### src/rtl/seq_detector_param.sv
// Parametrised Mealy serial sequence detector with KMP fallback and run-time overlap select.
// Optional saturating match counter is built when SEQ_DET_MATCH_CNT_EN is defined.
module seq_detector_param #(
  parameter int unsigned            PAT_WIDTH = 3,
  parameter logic [PAT_WIDTH-1:0]   PATTERN   = 3'b101,
  parameter int unsigned            CNT_WIDTH = 8
) (
  input  logic                 clk,
  input  logic                 R,
  input  logic                 in,
  input  logic                 en,
  input  logic                 overlap,
  output logic                 out,
  output logic                 partial,
  output logic [CNT_WIDTH-1:0] match_cnt
);

  localparam int unsigned SW = (PAT_WIDTH > 2) ? $clog2(PAT_WIDTH) : 1;
  localparam int unsigned NT = 2 ** SW;

  // Pattern bit k in arrival order (k=0 is the first bit received).
  function automatic logic pat_bit(int unsigned k);
    logic [PAT_WIDTH-1:0] t;
    t = PATTERN >> (PAT_WIDTH - 1 - k);
    return t[0];
  endfunction

  // Longest pattern prefix that is a suffix of (prefix of length s) followed by b.
  function automatic int unsigned kmp_next(int unsigned s, logic b);
    int unsigned res;
    int unsigned p;
    logic        ok;
    logic        c;
    res = 0;
    for (int unsigned j = 1; j <= s + 1; j++) begin
      ok = 1'b1;
      for (int unsigned k = 0; k < j; k++) begin
        p = s + 1 - j + k;
        c = (p < s) ? pat_bit(p) : b;
        if (c != pat_bit(k)) ok = 1'b0;
      end
      if (ok) res = j;
    end
    return res;
  endfunction

  function automatic int unsigned fallback();
    int unsigned res;
    logic        ok;
    res = 0;
    for (int unsigned j = 1; j < PAT_WIDTH; j++) begin
      ok = 1'b1;
      for (int unsigned k = 0; k < j; k++)
        if (pat_bit(k) != pat_bit(PAT_WIDTH - j + k)) ok = 1'b0;
      if (ok) res = j;
    end
    return res;
  endfunction

  localparam logic [SW-1:0] LAST = SW'(PAT_WIDTH - 1);
  localparam logic [SW-1:0] FB   = SW'(fallback());

  logic [SW-1:0] st;
  logic [SW-1:0] st_next;
  logic [SW-1:0] nxt0 [NT];
  logic [SW-1:0] nxt1 [NT];

  // Non-match transitions only; the match edge is resolved by overlap below.
  for (genvar g = 0; g < NT; g++) begin : g_tab
    if (g < PAT_WIDTH) begin : g_live
      localparam int unsigned   N0 = kmp_next(g, 1'b0);
      localparam int unsigned   N1 = kmp_next(g, 1'b1);
      localparam logic [SW-1:0] V0 = (N0 >= PAT_WIDTH) ? '0 : SW'(N0);
      localparam logic [SW-1:0] V1 = (N1 >= PAT_WIDTH) ? '0 : SW'(N1);
      assign nxt0[g] = V0;
      assign nxt1[g] = V1;
    end else begin : g_pad
      assign nxt0[g] = '0;
      assign nxt1[g] = '0;
    end
  end

  assign out     = en & ~R & (st == LAST) & (in == PATTERN[0]);
  assign partial = (st != '0);

  always_comb begin
    st_next = st;
    if (R)
      st_next = '0;
    else if (en) begin
      if (out)
        st_next = overlap ? FB : '0;
      else
        st_next = in ? nxt1[st] : nxt0[st];
    end
  end

  always_ff @(posedge clk) begin
    st <= st_next;
  end

`ifdef SEQ_DET_MATCH_CNT_EN
  always_ff @(posedge clk) begin
    if (R)
      match_cnt <= '0;
    else if (out && (match_cnt != '1))
      match_cnt <= match_cnt + 1'b1;
  end
`else
  assign match_cnt = '0;
`endif

endmodule

### config.mk
export PLATFORM = sky130hd
export DESIGN_NAME = seq_detector_param
export DESIGN_NICKNAME = d
export VERILOG_FILES = /design/src/rtl/seq_detector_param.sv
export SDC_FILE = /design/constraint.sdc
export NUM_CORES = 1
export LEC_CHECK = 0
export BUFFER_PORTS_ARGS = -buffer_cell sky130_fd_sc_hd__clkbuf_2
export CAP_MARGIN = 10
export CORE_AREA = 10 10 47 49
export CTS_CLUSTER_DIAMETER = 60
export DETAILED_ROUTE_END_ITERATION = 8
export DIE_AREA = 0 0 57 59
export SLEW_MARGIN = 10
export SYNTH_ARGS = -nofsm -noshare
export SYNTH_HDL_FRONTEND = slang
export SYNTH_SLANG_ARGS = --single-unit
### constraint.sdc
create_clock -name clk -period 0.8 [get_ports clk]
set_input_delay 0.12 -clock clk [delete_from_list [all_inputs] [get_ports clk]]
set_output_delay 0.12 -clock clk [all_outputs]
set_load 0.01 [all_outputs]
# After elaboration in Yosys (flattened, before gate mapping)
# Index checks and enable logic that the tools add are counted.
[classes]
n_addsub = 0
n_mul = 0
n_div = 0
magnitude_cmp = 1
eq_ne = 1
n_shift = 0
mux = 9
bitwise_logic = 5
reduce_logical = 1
[ops]
columns = ["op", "count"]
rows = [
  ["2-bit 2-to-1 mux", 6],
  ["2-bit binary-select mux with 2-bit select", 2],
  ["1-bit AND", 3],
  ["3-bit >= comparator, second input constant", 1],
  ["2-bit NOT with 3-bit output", 1],
  ["2-bit equality test, second input constant", 1],
  ["2-bit nonzero test", 1],
  ["1-bit 2-to-1 mux", 1],
  ["1-bit NOT", 1],
]
[totals]
reg_bits = 2
latch_bits = 0
ramBits = 0
romBits = 0
out_inout_bits = 10
elab_cells = 18
n_memories = 0

# Longest topological paths before layout
# Gate-level depths: netlist of the first run.
[logic_depth]
depth_word = 6
depth_mapped = 3
mapped_depth_nobuf = 3

# Least setup slack after synthesis of the first run
# OpenSTA, ideal clock, no wires.
[synth_timing]
path_type = "register -> output"
from = "register st[1]"
to = "output out"
t_arrival_ns = 0.614
required_ns = 0.680
setup_slack_ns = 0.066
stages_incl_launch_ff = 3
path_buffers = 0
cell_sequence = "dfxtp_1 nand4b_1 nor2_1"
[synth_between]
elab_chain_cells = 3
[synth_rtl]
columns = ["element", "line_no", "text"]
rows = [
  ["from (decl)", "63", "logic [SW-1:0] st;"],
  ["from (signal assigned)", "99", "st <= st_next;"],
  ["2-bit equality test", "83", "assign out = en & ~R & (st == LAST) & (in == PATTERN[0]);"],
  ["1-bit AND (2 in series)", "83", ""],
  ["to (decl)", "13", "output logic out,"],
]
# Every way passes these cells.

# Worst setup path in the final report of the first run
[layout_timing]
from = "register st[0]"
to = "output partial"
[layout_between]
elab_chain_cells = 1
[layout_rtl]
columns = ["element", "line_no", "text"]
rows = [
  ["2-bit nonzero test", "84", "assign partial = (st != '0);"],
  ["to (decl)", "14", "output logic partial,"],
]
# Every way passes these cells.

==> run_results.csv, run 1 <==
group,metric,value,unit
outcome,status,"complete, but fails checks",
outcome,violations,"setup timing",
sta,period_minus_slack,1000,ps
layout,top_regs,"st x2",
drt,met3_length,50,um
sta,clock.fmax,999,MHz
placed_design,place_ws,-25.8,ps
setup_path,crit_chain,"or2_1 -> clkbuf_2",
die,start_util,0.129,
logic_synthesis,synth_top_area_cell,"buf_4",
pwr,power.leakage,0.129,nW
pwr,p_seq_frac,0.270,
layout,area_growth,46.2,%
layout,top_register,"st",
setup_path,critPathMaxStageDelay,320,ps
drt,drc,0,
pwr,powerDensity,1530,mW/mm^2
placed_design,dpl_cell_area,205,um^2
pwr,intPower,303,uW
drt,route.antenna.remaining_nets,0,
logic_synthesis,seq_area_frac_synth,0.221,
die,io_pins,15,
setup_path,path_max_fanout,3,
global_route,grt_pass1_vias,163,
drt,routedWlPerCell,9.24,um
global_route,track_usage,0.0285,
placed_design,io_buffers,6,
pwr,power.share.clock,0.546,
clock_tree,cts_tree,"yes",
logic_synthesis,netlist_instances,22,
setup_path,required,680,ps
clock_tree,cts_made_buffers,3,
clock_tree,clockBufferDepth,2,
layout,largest_reg_flops,2,
sta,skew,1.30,ps
die,dieArea,0.00336,mm^2
logic_synthesis,synth_cell_types,13,
global_route,grt_pass1_wl,683,um
logic_synthesis,yosys-top-cells-area,"buf_4 33%, dfxtp_1 22%, o32ai_2 9.0%",
setup_path,cpMaxStageDelayCell,"dfxtp_2",
pwr,peakVddDrop,0.269,mV
setup_path,critPathKind,"flip-flop to primary output",
sta,rsz0062_at_grt,"yes",
global_route,grt_max_degree,6,
logic_synthesis,syn_area_per_cell,8.25,um^2
drt,avgViaCountPerCell,3.10,
sta,finalSetupViolations,4,
die,fp.dieW,57,um
min_path,hold_path.class,"primary input to flip-flop",
die,die_y,59,um
setup_path,critPathCaptureType,"primary output",
flow_run,cap_violations,0,
setup_path,worstPathArrival,880,ps
pwr,swShare,0.252,
drt,highest_layer,"met3",
die,core.rowCount,14,
clock_tree,clk_pin_slew_worst_paths,30,ps
sta,maxSlewViolCount,0,
placed_design,gp_congestion,0.733,
clock_tree,cts.sinks,2,
sta,post-route-period-util,1.25,
layout,drive_gt1_frac,0.559,
setup_path,cp-startpoint,"st[0]$_SDFFE_PP0P_",
clock_tree,h-tree-depth,1,
clock_tree,cts-root-buf,"clkbuf_4",
global_route,grt.overflow.total,0,
clock_tree,clock_latency,220,ps
clock_tree,cts_hold_buf,0,
placed_design,dp_hpwl,366,um
layout,postLayoutCellArea,265,um^2
sta,fin_ws,-201,ps
drt,routed_wl,462,um
layout,fillCellCount,170,
die,core_area,0.00140,mm^2
drt,drtIter0Drc,2,
logic_synthesis,yosysTopAreaCellShare,0.331,
layout,finalNetCount,41,
drt,vias,155,
sta,hold_viol,0,
setup_path,startpoint_type,"flip-flop",
drt,first_pass_iters,3,
pwr,p_switching,102,uW
drt,dr_wl_met2,196,um
layout,antenna_cells,0,
logic_synthesis,syn_area,181,um^2
logic_synthesis,ys_warn_count,0,
global_route,antenna_found_initial,0,
logic_synthesis,synth_seq_cells,2,
drt,m1WireLength,215,um
min_path,hp-start,"overlap",
setup_path,r2r-start,"st[1]$_SDFFE_PP0P_",
pwr,power_frac_comb,0.185,
==> per-layer routing <==
layer	global-route usage	up-vias
li1	-	83
met1	0.0261	63
met2	0.0326	9
met3	0.0236	0
met4	0.0403	0
met5	0	-
==> cell usage after synthesis <==
library cell and n:
a21boi_2 1, nand3b_1 1, a21oi_1 1, nor2_1 2, o32ai_2 1, inv_2 1, nand4b_1 1, conb_1 1
or2_1 1, buf_4 8, nand3_1 1, dfxtp_1 2, nand2b_1 1
==> worst max-delay path, delay by kind of cell (launching register included) <==
kind | cells | cell delay [ps]
flip-flops | 1 | 320
buffers and inverters | 1 | 130
AND/OR/NAND/NOR | 1 | 210
==> kinds of logic (layout without fill, tap and decap cells) <==
family | Yosys count | count (layout) | share of synthesized area
other cells | 1 | 8 | 0.0207
buf+inv | 9 | 14 | 0.352
simple gates | 7 | 7 | 0.228
flops | 2 | 2 | 0.221
compound gates | 3 | 3 | 0.179
==> placed cells by master, fill, tap and decap left out, types with 2 or more instances in the layout <==
cell type,count
buf_4,2
buf_6,2
dfxtp_2,2
clkbuf_2,5
clkbuf_4,3
conb_1,8
==> cell type report <==
| type | instances | area [um^2] | area share |
|---|---|---|---|
| inverters | 1 | 6.26 | 0.0236 |
| repair buffers | 10 | 67.6 | 0.255 |
| flip-flops and latches | 2 | 42.5 | 0.160 |
| clock buffers | 3 | 22.5 | 0.0849 |
| well taps | 16 | 20.0 | 0.0755 |
| multi-input cells | 18 | 106 | 0.401 |
==> power groups by stage <==
stage | Sequential, mW | Clock [mW] | Combinational (mW)
final | 0.109 | 0.221 | 0.0749
after floorplan | 0.109 | 0 | 0.0627
after detailed placement | 0.110 | 0 | 0.0584
after global routing | 0.110 | 0.238 | 0.0832
after CTS | 0.109 | 0.240 | 0.0658
after global placement | 0.110 | 0 | 0.0582
==> final timing paths <==
path / to / slack (ps) / cells past startpoint
setup / recovery: partial / -200 / 2
hold / removal: st[0]$_SDFFE_PP0P_ / 150 / 3
setup reg to reg: st[1]$_SDFFE_PP0P_ / -80 / 5
hold reg to reg: st[0]$_SDFFE_PP0P_ / 600 / 2
==> repair_timing <==
| item | 4_1_cts | 5_1_grt |
|---|---|---|
| pin swaps | 0 | 5 |
| endpoints found under the setup margin | 2 | 4 |
| setup buffers | 2 | 1 |
| resized for setup | 2 | 5 |
==> stage by stage <==
stage | total power, mW | setup TNS [ps] | utilization | hold WS [ps] | cells
3_5_place_dp | 0.169 | -25.8 | 0.146 | 396 | 44
2_1_floorplan | 0.172 | 0 | - | 189 | 29
4_1_cts | 0.414 | -452 | 0.175 | 151 | 49
6_report | 0.406 | -484 | 0.189 | 155 | 50
3_3_place_gp | 0.169 | -4.42 | 0.146 | 401 | 44
5_1_grt | 0.431 | -656 | 0.189 | 173 | 50
Power figures use the tool's default switching activity.
==> run 2, diff against run 1 <==
Settings changed: CELL_PAD_IN_SITES_DETAIL_PLACEMENT set to 0, CELL_PAD_IN_SITES_GLOBAL_PLACEMENT set to 2, PLACE_DENSITY_LB_ADDON set to 0.1.
==> run_results.csv, run 2 (synthesis gave the netlist of run 1 again) <==
group,metric,value,unit
outcome,status,"complete, but fails checks",
outcome,violations,"setup timing",
placed_design,dp_hpwl,422,um
global_route,grt.overflow.total,0,
global_route,grt_pass1_vias,198,
layout,antenna_cells,0,
layout,area_growth,44.8,%
drt,drtIter0Drc,1,
layout,top_register,"st",
clock_tree,cts_hold_buf,0,
clock_tree,cts.sinks,2,
flow_run,cap_violations,0,
sta,rsz0062_at_grt,"yes",
drt,routedWlPerCell,10.6,um
die,start_util,0.129,
sta,skew,2.08,ps
setup_path,startpoint_type,"flip-flop",
drt,vias,165,
layout,top_regs,"st x2",
sta,hold_viol,0,
die,io_pins,15,
clock_tree,cts_tree,"yes",
sta,clock.fmax,985,MHz
pwr,power.leakage,0.128,nW
setup_path,critPathKind,"flip-flop to primary output",
pwr,peakVddDrop,0.428,mV
pwr,p_seq_frac,0.275,
pwr,intPower,302,uW
clock_tree,cts-root-buf,"clkbuf_4",
clock_tree,clock_latency,220,ps
die,fp.dieW,57,um
min_path,hold_path.class,"primary input to flip-flop",
clock_tree,h-tree-depth,1,
clock_tree,cts_made_buffers,3,
setup_path,path_delay_family,"flip-flops",
setup_path,cp-startpoint,"st[0]$_SDFFE_PP0P_",
sta,finalSetupViolations,3,
layout,seq_area,42.5,um^2
setup_path,critPathMaxStageDelay,320,ps
layout,fin_cells,50,
layout,final_cell_mix,"8 x conb_1, 4 x clkbuf_2, 3 x clkbuf_4, 3 x buf_4",
setup_path,critPathCaptureType,"primary output",
placed_design,place_ws,-24.7,ps
drt,routed_wl,528,um
layout,finalNetCount,41,
drt,route.antenna.remaining_nets,0,
layout,fillCellCount,183,
layout,largest_reg_flops,2,
setup_path,path_buf_inv,1,
placed_design,io_buffers,6,
sta,maxSlewViolCount,0,
min_path,hp-start,"overlap",
drt,first_pass_iters,2,
pwr,power.share.clock,0.535,
sta,post-route-period-util,1.27,
setup_path,path_max_fanout,3,
die,dieArea,0.00336,mm^2
global_route,grt_pass1_wl,841,um
sta,whs,168,ps
die,die_y,59,um
global_route,antenna_found_initial,0,
die,core.rowCount,14,
placed_design,dpl_cell_area,205,um^2
layout,final_common_cell,"conb_1",
clock_tree,clk_pin_slew_worst_paths,30,ps
sta,period_minus_slack,1020,ps
global_route,track_usage,0.0350,
clock_tree,clockBufferDepth,2,
die,core_area,0.00140,mm^2
placed_design,gp_congestion,0.643,
drt,drc,0,
setup_path,worstPathArrival,900,ps
layout,postLayoutCellArea,263,um^2
setup_path,crit_chain,"or2_1 -> buf_2",
pwr,swShare,0.245,
pwr,power_frac_comb,0.190,
pwr,p_switching,97.8,uW
layout,final_util,0.188,
setup_path,r2r-start,"st[0]$_SDFFE_PP0P_",
global_route,grt_max_degree,6,
setup_path,required,680,ps
placed_design,place_inst,44,
drt,avgViaCountPerCell,3.30,
sta,fin_ws,-215,ps
pwr,powerDensity,1520,mW/mm^2
setup_path,cpMaxStageDelayCell,"dfxtp_2",
layout,drive_gt1_frac,0.559,
layout,multiInputGateArea,108,um^2
[run 2: final cells by class]
class,instances,area share
inverter,1,0.0238
tap,16,0.0762
timing repair buffer,10,0.243
clock buffer,3,0.0857
sequential,2,0.162
multi-input combinational,18,0.410
[run 2: worst paths after layout]
check	slack [ps]	depth (start not counted)	endpoint
worst max-delay path	-220	2	partial
worst min-delay path	170	3	st[0]$_SDFFE_PP0P_
worst max register to register	-10	4	st[0]$_SDFFE_PP0P_
worst min register to register	600	3	st[0]$_SDFFE_PP0P_
[run 2: timing repair]
action                                 CTS  global route
setup endpoints to repair                3             3
endpoints found under the hold margin    0             0
pin swaps                                2             6
gates resized for setup                  4             4
setup buffers                            2             2
[run 2: power by group through the flow]
stage	logic, mW	registers, mW	clock network (mW)
final	0.0759	0.110	0.214
after global routing	0.0845	0.110	0.232
after CTS	0.0709	0.110	0.229
after detailed placement	0.0597	0.111	0
after global placement	0.0607	0.111	0
after floorplan	0.0627	0.109	0
[run 2: tightest hold or removal path, delay by kind of cell]
kind                   cells  cell delay [ps]
AO/OA/AOI/OAI              2              130
buffers and inverters      1               90
[run 2: metrics by stage]
step	power [mW]	TNS (ps)
6_report	0.399	-431
3_5_place_dp	0.170	-32.6
4_1_cts	0.410	-450
5_1_grt	0.427	-678
3_3_place_gp	0.172	-42.1
2_1_floorplan	0.172	0
[run 2: layer usage]
layer	share of wire	track usage
met5	0	0
met4	0	0.0403
met3	0.13	0.0279
met2	0.56	0.0620
met1	0.31	0.0190
==> run 3, diff against run 2 <==
Settings changed: ABC_AREA set to 1.
Clock period 0.8 ns to 1.2 ns, I/O delays scaled along.
==> run_results.csv, run 3 <==
group,metric,value,unit
placed_design,dp_hpwl,427,um
setup_path,crit_chain,"inv_2 -> nand3_1 -> nor3_2 -> clkbuf_2",
pwr,powerDensity,1170,mW/mm^2
clock_tree,cts_setup_buffers,0,
layout,antenna_cells,0,
die,fp.dieW,57,um
clock_tree,clockBufferDepth,2,
min_path,hold_path.class,"primary input to flip-flop",
setup_path,path_max_fanout,4,
layout,top_regs,"st x2",
setup_path,worstPathArrival,930,ps
global_route,grt.overflow.total,0,
sta,hold_viol,0,
placed_design,place_ws,260,ps
layout,top_register,"st",
logic_synthesis,synth_top_area_cell,"buf_4",
global_route,antenna_found_initial,0,
clock_tree,clk_pin_slew_worst_paths,30,ps
logic_synthesis,syn_area,189,um^2
die,start_util,0.135,
setup_path,path_buf_inv,2,
clock_tree,cts-root-buf,"clkbuf_4",
die,core.rowCount,14,
drt,routed_wl,496,um
layout,final_cell_mix,"8 x conb_1, 6 x clkbuf_2, 4 x inv_2",
setup_path,cpMaxStageDelayCell,"dfxtp_1",
die,dieArea,0.00336,mm^2
pwr,power,266,uW
layout,largest_reg_flops,2,
clock_tree,cts.sinks,2,
die,die_y,59,um
sta,period_minus_slack,1110,ps
logic_synthesis,ys_warn_count,0,
die,core_area,0.00140,mm^2
die,io_pins,15,
setup_path,cp.depth,4,
layout,drive_gt1_frac,0.444,
global_route,grt_max_degree,6,
drt,route.antenna.remaining_nets,0,
sta,fin_ws,92.1,ps
setup_path,critPathMaxStageDelay,290,ps
logic_synthesis,netlist_instances,28,
logic_synthesis,seq_area_frac_synth,0.212,
sta,finalSetupViolations,0,
global_route,grt_pass1_wl,814,um
clock_tree,clock_latency,220,ps
layout,area_growth,20.5,%
outcome,status,"finished clean",
pwr,power.leakage,0.129,nW
setup_path,startpoint_type,"flip-flop",
global_route,grt_pass1_vias,187,
logic_synthesis,ys.flop_type,"dfxtp_1",
drt,avgViaCountPerCell,3.13,
pwr,peakVddDrop,0.214,mV
layout,finalNetCount,43,
logic_synthesis,yosysMostFrequentCell,"buf_4",
logic_synthesis,synthTopCellsByCount,"8 x buf_4, 3 x inv_1, 3 x inv_2, 3 x nand2_1, 3 x nand3_1",
drt,drtIter0Drc,3,
sta,post-route-period-util,0.923,
setup_path,required,1020,ps
setup_path,path_delay_family,"flip-flops",
setup_path,rr_worst_depth,4,
logic_synthesis,synth_seq_cells,2,
logic_synthesis,synth_cell_types,12,
drt,drc,0,
placed_design,io_buffers,6,
drt,first_pass_iters,4,
clock_tree,cts_tree,"yes",
clock_tree,h-tree-depth,1,
setup_path,critPathCaptureType,"primary output",
clock_tree,cts_made_buffers,3,
logic_synthesis,yosysTopAreaCellShare,0.318,
sta,clock.fmax,903,MHz
global_route,track_usage,0.0324,
setup_path,critPathKind,"flip-flop to primary output",
logic_synthesis,async_flop_share,0,
sta,rsz0062_at_grt,"no",
drt,routedWlPerCell,9.54,um
flow_run,cap_violations,0,
sta,maxSlewViolCount,0,
logic_synthesis,yosys-top-cells-area,"buf_4 32%, dfxtp_1 21%, nand3_1 7.9%",
sta,skew,1.43,ps
drt,vias,163,
layout,final_common_cell,"conb_1",
logic_synthesis,syn_area_per_cell,6.75,um^2
placed_design,gp_congestion,0.582,
min_path,hold_depth,3,
sta,setup_tns,0,ps
logic_synthesis,synth_edf_count,0,
-- run 3: area by class of cell --
| class | instances | area [um^2] |
|---|---|---|
| clock buffers | 3 | 22.5 |
| inverters | 6 | 22.5 |
| fillers | 178 | 1170 |
| repair buffers | 6 | 30.0 |
| well taps | 16 | 20.0 |
| flip-flops and latches | 2 | 40.0 |
| multi-input cells | 19 | 92.6 |
-- run 3: path summary, 6_finish.rpt --
kind | slack, ps | end | from
max | 90 | out | st[0]$_SDFFE_PP0P_
min | 230 | st[0]$_SDFFE_PP0P_ | overlap
max reg2reg | 500 | st[1]$_SDFFE_PP0P_ | st[1]$_SDFFE_PP0P_
min reg2reg | 490 | st[1]$_SDFFE_PP0P_ | st[1]$_SDFFE_PP0P_
-- run 3: through the flow --
stage	cell area, um^2	cells	hold WS, ps	util
finish	228	52	230	0.163
global route	228	52	239	0.163
CTS	228	52	223	0.163
detailed placement	205	49	460	0.146
global placement	205	49	464	0.146
floorplan	215	35	346	-
-- run 3: cells by family after synthesis --
group / share of synthesized area
buf+inv: 0.437
simple gates: 0.258
compound gates: 0.0728
flops: 0.212
other cells: 0.0198
-- run 3: per-layer routing --
metal  up-vias  GRT usage  part of all wire
met1        73     0.0249              0.26
met3         0     0.0215              0.13
met2         5     0.0496              0.60
met5         -          0                 0
li1         85          -                 -
met4         0     0.0403                 0
-- run 3: power by group --
part,internal (mW),total [mW],switching [mW]
sequential,0.0704,0.0718,0.00140
clock,0.110,0.147,0.0372
combinational,0.0140,0.0473,0.0334
-- run 3: what timing repair did --
action                     in CTS  in global routing
gates resized for setup         0                  1
hold buffers                    0                  0
hold endpoints to repair        0                  0
setup endpoints to repair       0                  1
-- run 3: worst min-delay path: cells and delay by family --
family,cells,cell delay (ps)
AND/OR/NAND/NOR,1,90
buffers and inverters,1,80
AO/OA/AOI/OAI,1,50
